<file path="config.mk">
export PLATFORM = sky130hd
export DESIGN_NAME = alu_control_decoder
export DESIGN_NICKNAME = d
export VERILOG_FILES = /design/src/rtl/alu_control_decoder.sv
export SDC_FILE = /design/constraint.sdc
export NUM_CORES = 1
export LEC_CHECK = 0
export CAP_MARGIN = 20
export CORE_AREA = 2 2 39 41
export CTS_BUF_LIST = sky130_fd_sc_hd__clkbuf_4 sky130_fd_sc_hd__clkbuf_8 sky130_fd_sc_hd__clkbuf_16
export CTS_CLUSTER_DIAMETER = 150
export DETAILED_ROUTE_END_ITERATION = 12
export DIE_AREA = 0 0 41 43
export DONT_BUFFER_PORTS = 1
export GPL_TIMING_DRIVEN = 0
export SYNTH_ARGS = -nofsm -noshare
export SYNTH_HDL_FRONTEND = slang
export SYNTH_SLANG_ARGS = --single-unit
</file>
<file path="constraint.sdc">
create_clock -name CLK -period 1.4 [get_ports CLK]
set_clock_uncertainty 0.1 [all_clocks]
set_input_delay 0.28 -clock CLK [delete_from_list [all_inputs] [get_ports CLK]]
set_output_delay 0.28 -clock CLK [all_outputs]
set_load 0.05 [all_outputs]
</file>
<file path="src/rtl/alu_control_decoder.sv">
// ALU control decoder: ALUOp + funct fields -> 3-bit ALU control code, with valid and illegal flags.
// Latency: 1 cycle, registered. Backpressure: none, so a new decode is accepted every cycle.
// Optional: ALU_DECODER_EXT_OPS_EN adds the xor/sll/srl codes.
module alu_control_decoder (
    input  logic       CLK,
    input  logic       RST,
    input  logic       IN_VALID,
    input  logic [1:0] ALUOP1_0,
    input  logic       OP_5,
    input  logic [2:0] funct3_2_0,
    input  logic       funct7_5,
    output logic [2:0] ALUControl2_0,
    output logic       OUT_VALID,
    output logic       ILLEGAL
);

    localparam logic [2:0] ALU_ADD = 3'b000;
    localparam logic [2:0] ALU_SUB = 3'b001;
    localparam logic [2:0] ALU_AND = 3'b010;
    localparam logic [2:0] ALU_OR  = 3'b011;
    localparam logic [2:0] ALU_SLT = 3'b101;
`ifdef ALU_DECODER_EXT_OPS_EN
    localparam logic [2:0] ALU_XOR = 3'b100;
    localparam logic [2:0] ALU_SLL = 3'b110;
    localparam logic [2:0] ALU_SRL = 3'b111;
`endif

    logic [2:0] w_code;
    logic       w_illegal;

    logic [2:0] r_code;
    logic       r_valid;
    logic       r_illegal;

    always_comb begin
        w_code    = ALU_ADD;
        w_illegal = 1'b0;
        case (ALUOP1_0)
            2'b00: w_code = ALU_ADD;
            2'b01: w_code = ALU_SUB;
            2'b10: begin
                case (funct3_2_0)
                    // Only R-type with funct7[5] set is sub; addi never is.
                    3'b000: w_code = (OP_5 && funct7_5) ? ALU_SUB : ALU_ADD;
                    3'b010: w_code = ALU_SLT;
                    3'b110: w_code = ALU_OR;
                    3'b111: w_code = ALU_AND;
`ifdef ALU_DECODER_EXT_OPS_EN
                    3'b100: w_code = ALU_XOR;
                    3'b001: w_code = ALU_SLL;
                    3'b101: begin
                        if (funct7_5) begin
                            w_illegal = 1'b1;
                        end else begin
                            w_code = ALU_SRL;
                        end
                    end
`endif
                    default: w_illegal = 1'b1;
                endcase
            end
            default: w_illegal = 1'b1;
        endcase
    end

    always_ff @(posedge CLK) begin
        if (RST) begin
            r_code    <= ALU_ADD;
            r_valid   <= 1'b0;
            r_illegal <= 1'b0;
        end else begin
            r_valid <= IN_VALID;
            if (IN_VALID) begin
                r_code    <= w_code;
                r_illegal <= w_illegal;
            end
        end
    end

    assign ALUControl2_0 = r_code;
    assign OUT_VALID     = r_valid;
    assign ILLEGAL       = r_illegal;

endmodule

</file>
==> metrics.csv, run 1 <==
metric,value,unit
run_status,"finished, final reports clean",
postSynthAreaPerCell,8.88,um^2
final_cell_mix,"dfxtp_1, nor2_1, clkbuf_4",
antenna_found_initial,0,
hp-class,in2reg,
critPathTopFamily,flip-flops,
vias,224,
insertedDiodeCount,0,
critPathArrivalTime,1340,ps
drv_cap,0,
finalCritPeriodShare,0.917,
core_area,1380,um^2
min_period,1280,ps
max_stage_delay,630,ps
rrSetupSlack,120,ps
drive_gt1_frac,0.111,
clk_pin_slew_worst_paths,40,ps
io_buffers,0,
track_usage,0.0834,
drtPass1Iterations,3,
hold_buffers,1,
wl_per_cell,10.8,um
final_common_cell,dfxtp_1,
endpoint_kind,register,
final_nets,50,
cts-root-buf,clkbuf_4,
crit_slowest_cell,dfxtp_1,
cts_tree,built,
clk_latency,240,ps
start_util,0.193,
powerDensity,1150,nW/um^2
numCtsBuffers,3,
grt.overflow.total,0,
synthCells,30,
htree_levels,1,
synthToLayoutAreaGrowth,26.3,%
p_leak,0.149,nW
relSlewSlack,0.658,
detail-route-antenna-nets,0,
path_max_fanout,2,
finalHoldViolCount,0,
die_h,43,um
setup_viol,0,
crit_path_start_kind,register,
dp.cells,46,
gp_congestion,0.686,
io_pins,15,
clk_path_buf_depth,2,
worst_slew_pin_slew,512,ps
grt_max_degree,9,
rsz0062_at_grt,false,
synth_nets,43,
fmax,0.779,GHz
path_cells,"or3b_1, o31ai_1",
ys_types,16,
path_class,reg2reg,
grt_pass1_wl,959,um
synth-warning-count,0,
setup_tns,0,ps
synth_seq_cells,5,
clock-sinks,5,
routed_wl,564,um
path_buf_inv,0,
die_area,1760,um^2
vias_per_cell,4.31,
slew_violations,0,
peakVddDrop,0.558,mV
yosysSeqAreaShare,0.376,
syn-cell-area,267,um^2
fp.dieW,41,um
instances_no_fill,52,
post_cts_buffers,0,
cts_resized,0,
drt_iter0_markers,2,
drc,0,
critical_path_required,1460,ps
grt_pass1_vias,224,
rows,14,
[layout make-up]
type / instances / area [um^2]
fill: 146 / 1050
multi-input combinational: 23 / 159
sequential: 5 / 100
clock buffer: 4 / 30.0
timing repair buffer: 2 / 20.0
tap: 16 / 20.0
inverter: 2 / 7.51
[worst paths after layout]
path	from	endpoint	cells after the start
worst max-delay path	ALUControl2_0[0]$_SDFFE_PP0P_	ALUControl2_0[0]$_SDFFE_PP0P_	2
worst min register to register	ILLEGAL$_SDFFE_PP0P_	ILLEGAL$_SDFFE_PP0P_	2
worst min-delay path	RST	ALUControl2_0[0]$_SDFFE_PP0P_	1
worst max register to register	ALUControl2_0[0]$_SDFFE_PP0P_	ALUControl2_0[0]$_SDFFE_PP0P_	2
[where the power goes]
part	switching, mW	internal, mW
logic	0.0133	0.0160
registers	0.0215	0.148
clock network	0.0602	0.127
total	0.0951	0.291
[synthesized netlist by cell type]
cell type / instances / share of area
ha_1: 3 / 0.14
a21oi_1: 2 / 0.038
nor2_1: 4 / 0.056
or3_1: 1 / 0.023
o31ai_1: 1 / 0.028
nand2_1: 2 / 0.028
or3b_1: 1 / 0.033
and4_1: 1 / 0.033
a211oi_1: 1 / 0.028
inv_1: 2 / 0.028
dfxtp_1: 5 / 0.38
nand3b_1: 1 / 0.028
a311oi_1: 1 / 0.033
and3_1: 1 / 0.023
and3b_1: 1 / 0.033
nor2b_1: 3 / 0.070
[metal layers]
metal / vias to the layer above / track usage / routed length (um)
li1: 118 / - / -
met1: 90 / 0.0968 / 232
met4: 0 / 0.0400 / 4
met2: 14 / 0.0969 / 210
met3: 2 / 0.0838 / 117
met5: - / 0 / 0
[kinds of logic after synthesis]
kind of cell / share of synthesized area
and+or+nand+nor: 0.329
buffers and inverters: 0.0282
DFF: 0.376
AOI/OAI and AO/OA: 0.127
adders and majority gates: 0.141
[stage by stage]
step	hold slack, ps	total power [mW]	cell area (um^2)	worst slack [ps]	utilization
finish	31.2	0.387	337	116	0.243
global route	31.9	0.407	337	58.0	0.243
CTS	0.617	0.390	327	110	0.236
detailed placement	255	0.197	287	66.6	0.207
global placement	254	0.196	287	89.8	0.207
floorplan	252	0.192	267	138	-
[registers in the layout (all words and copies together) (netlist names)]
| name | flops |
|---|---|
| ILLEGAL | 1 |
| ALUControl2_0 | 3 |
| OUT_VALID | 1 |
Power figures use the tool's default switching activity.
==> run 2: changes to the inputs <==
--- a/config.mk
+++ b/config.mk
@@ -7,7 +7,7 @@
 export LEC_CHECK = 0
 export CAP_MARGIN = 20
 export CORE_AREA = 2 2 39 41
-export CTS_BUF_LIST = sky130_fd_sc_hd__clkbuf_4 sky130_fd_sc_hd__clkbuf_8 sky130_fd_sc_hd__clkbuf_16
+export CTS_BUF_LIST = sky130_fd_sc_hd__clkbuf_16
 export CTS_CLUSTER_DIAMETER = 150
 export DETAILED_ROUTE_END_ITERATION = 12
 export DIE_AREA = 0 0 41 43
==> metrics.csv, run 2 (synthesized netlist as in run 1, its figures left out) <==
metric,value,unit,change
finalHoldViolCount,0,,unchanged
slew_violations,0,,unchanged
grt.overflow.total,0,,unchanged
r2r_start,ALUControl2_0[0]$_SDFFE_PP0P_,,unchanged
setup_viol,0,,unchanged
start_util,0.193,,unchanged
die_h,43,um,unchanged
critPathArrivalTime,1320,ps,was 1340 ps
drc,0,,unchanged
grt_pass1_wl,945,um,was 959 um
rsz0062_at_grt,false,,unchanged
internal_power,0.530,mW,was 0.291 mW
fp.dieW,41,um,unchanged
routed_wl,538,um,was 564 um
finalInstanceArea,365,um^2,was 337 um^2
drt_iter0_markers,3,,was 2
antenna_found_initial,0,,unchanged
worst_slew_pin_slew,513,ps,was 512 ps
switching_share,0.184,,was 0.246
clk_latency,220,ps,was 240 ps
run_status,"finished, final reports clean",,unchanged
p_seq_frac,0.262,,was 0.439
rows,14,,unchanged
worstHoldStart,RST,,unchanged
drv_cap,0,,unchanged
cts_resized,0,,unchanged
vias,217,,was 224
clk_path_buf_depth,2,,unchanged
instances_no_fill,50,,was 52
p_comb_frac,0.037,,was 0.076
gp_congestion,0.686,,unchanged
post_cts_buffers,0,,unchanged
cts-root-buf,clkbuf_16,,was clkbuf_4
io_pins,15,,unchanged
pre_cts_ws,66.6,ps,unchanged
critical_path_required,1440,ps,was 1460 ps
setup_slack,119,ps,was 116 ps
final_nets,48,,was 50
setup_tns,0,ps,unchanged
numCtsBuffers,3,,unchanged
largest_reg_flops,3,,unchanged
fmax,0.781,GHz,was 0.779 GHz
powerDensity,1780,nW/um^2,was 1150 nW/um^2
path_class,reg2reg,,unchanged
p_leak,0.164,nW,was 0.149 nW
dp.cells,46,,unchanged
path_max_fanout,2,,unchanged
switchingPower,0.119,mW,was 0.0951 mW
die_area,1760,um^2,unchanged
grt_max_degree,9,,unchanged
track_usage,0.0804,,was 0.0834
relSlewSlack,0.657,,was 0.658
finalCritPeriodShare,0.915,,was 0.917
insertedDiodeCount,0,,unchanged
clk_pin_slew_worst_paths,30,ps,was 40 ps
final_common_cell,dfxtp_1,,unchanged
final_cell_mix,"dfxtp_1, nor2_1",,"was dfxtp_1, nor2_1, clkbuf_4"
min_period,1280,ps,about the same
drive_gt1_frac,0.0882,,was 0.111
crit_path_start_kind,register,,unchanged
io_buffers,0,,unchanged
hold_buffers,0,,was 1
hp-class,in2reg,,unchanged
grt_pass1_vias,215,,was 224
wl_per_cell,10.8,um,about the same
core_area,1380,um^2,unchanged
place_area,287,um^2,unchanged
peakVddDrop,1.30,mV,was 0.558 mV
cp-startpoint,ALUControl2_0[0]$_SDFFE_PP0P_,,unchanged
clkPwrFrac,0.701,,was 0.485
synthToLayoutAreaGrowth,37.1,%,was 26.3%
detail-route-antenna-nets,0,,unchanged
vias_per_cell,4.34,,was 4.31
cts_tree,built,,unchanged
clock-sinks,5,,unchanged
fin_total_pwr,0.650,mW,was 0.387 mW
htree_levels,1,,unchanged
fillers,141,,was 146
final.hold.worst_slack,22.8,ps,was 31.2 ps
endpoint_kind,register,,unchanged
drtPass1Iterations,3,,unchanged
fin_util,0.264,,was 0.243
-- run 2: worst paths after layout --
path,slack (ps),depth (start not counted),endpoint
worst max-delay path,120,2,ALUControl2_0[0]$_SDFFE_PP0P_
worst min-delay path,20,1,OUT_VALID$_SDFF_PP0_
worst max register to register,120,2,ALUControl2_0[0]$_SDFFE_PP0P_
worst min register to register,630,2,ILLEGAL$_SDFFE_PP0P_
-- run 2: worst max-delay path: stages (launching register included) --
cell and delay, ps:
dfxtp_1 630, or3b_1 400, o31ai_1 70
-- run 2: cell type report --
type	instances	area, um^2	share of cell area
clock buffers	3	75.1	0.205
clock inverters	1	3.75	0.0103
inverters	2	7.51	0.0205
multi-input cells	23	159	0.435
flip-flops and latches	5	100	0.274
well taps	16	20.0	0.0548
-- run 2: metal layers --
layer	vias up	wire length (um)	GRT usage	share of wire
met5	-	0	0	0
met4	0	0	0.0200	0
met3	0	99	0.0785	0.18
met2	14	197	0.0969	0.37
met1	89	242	0.100	0.45
li1	114	-	-	-
-- run 2: power groups by stage --
| stage | sequential, mW | combinational [mW] | clock [mW] |
|---|---|---|---|
| floorplan | 0.171 | 0.0203 | 0 |
| global placement | 0.173 | 0.0237 | 0 |
| detailed placement | 0.173 | 0.0239 | 0 |
| CTS | 0.171 | 0.0240 | 0.464 |
| global route | 0.171 | 0.0274 | 0.474 |
| finish | 0.170 | 0.0239 | 0.455 |
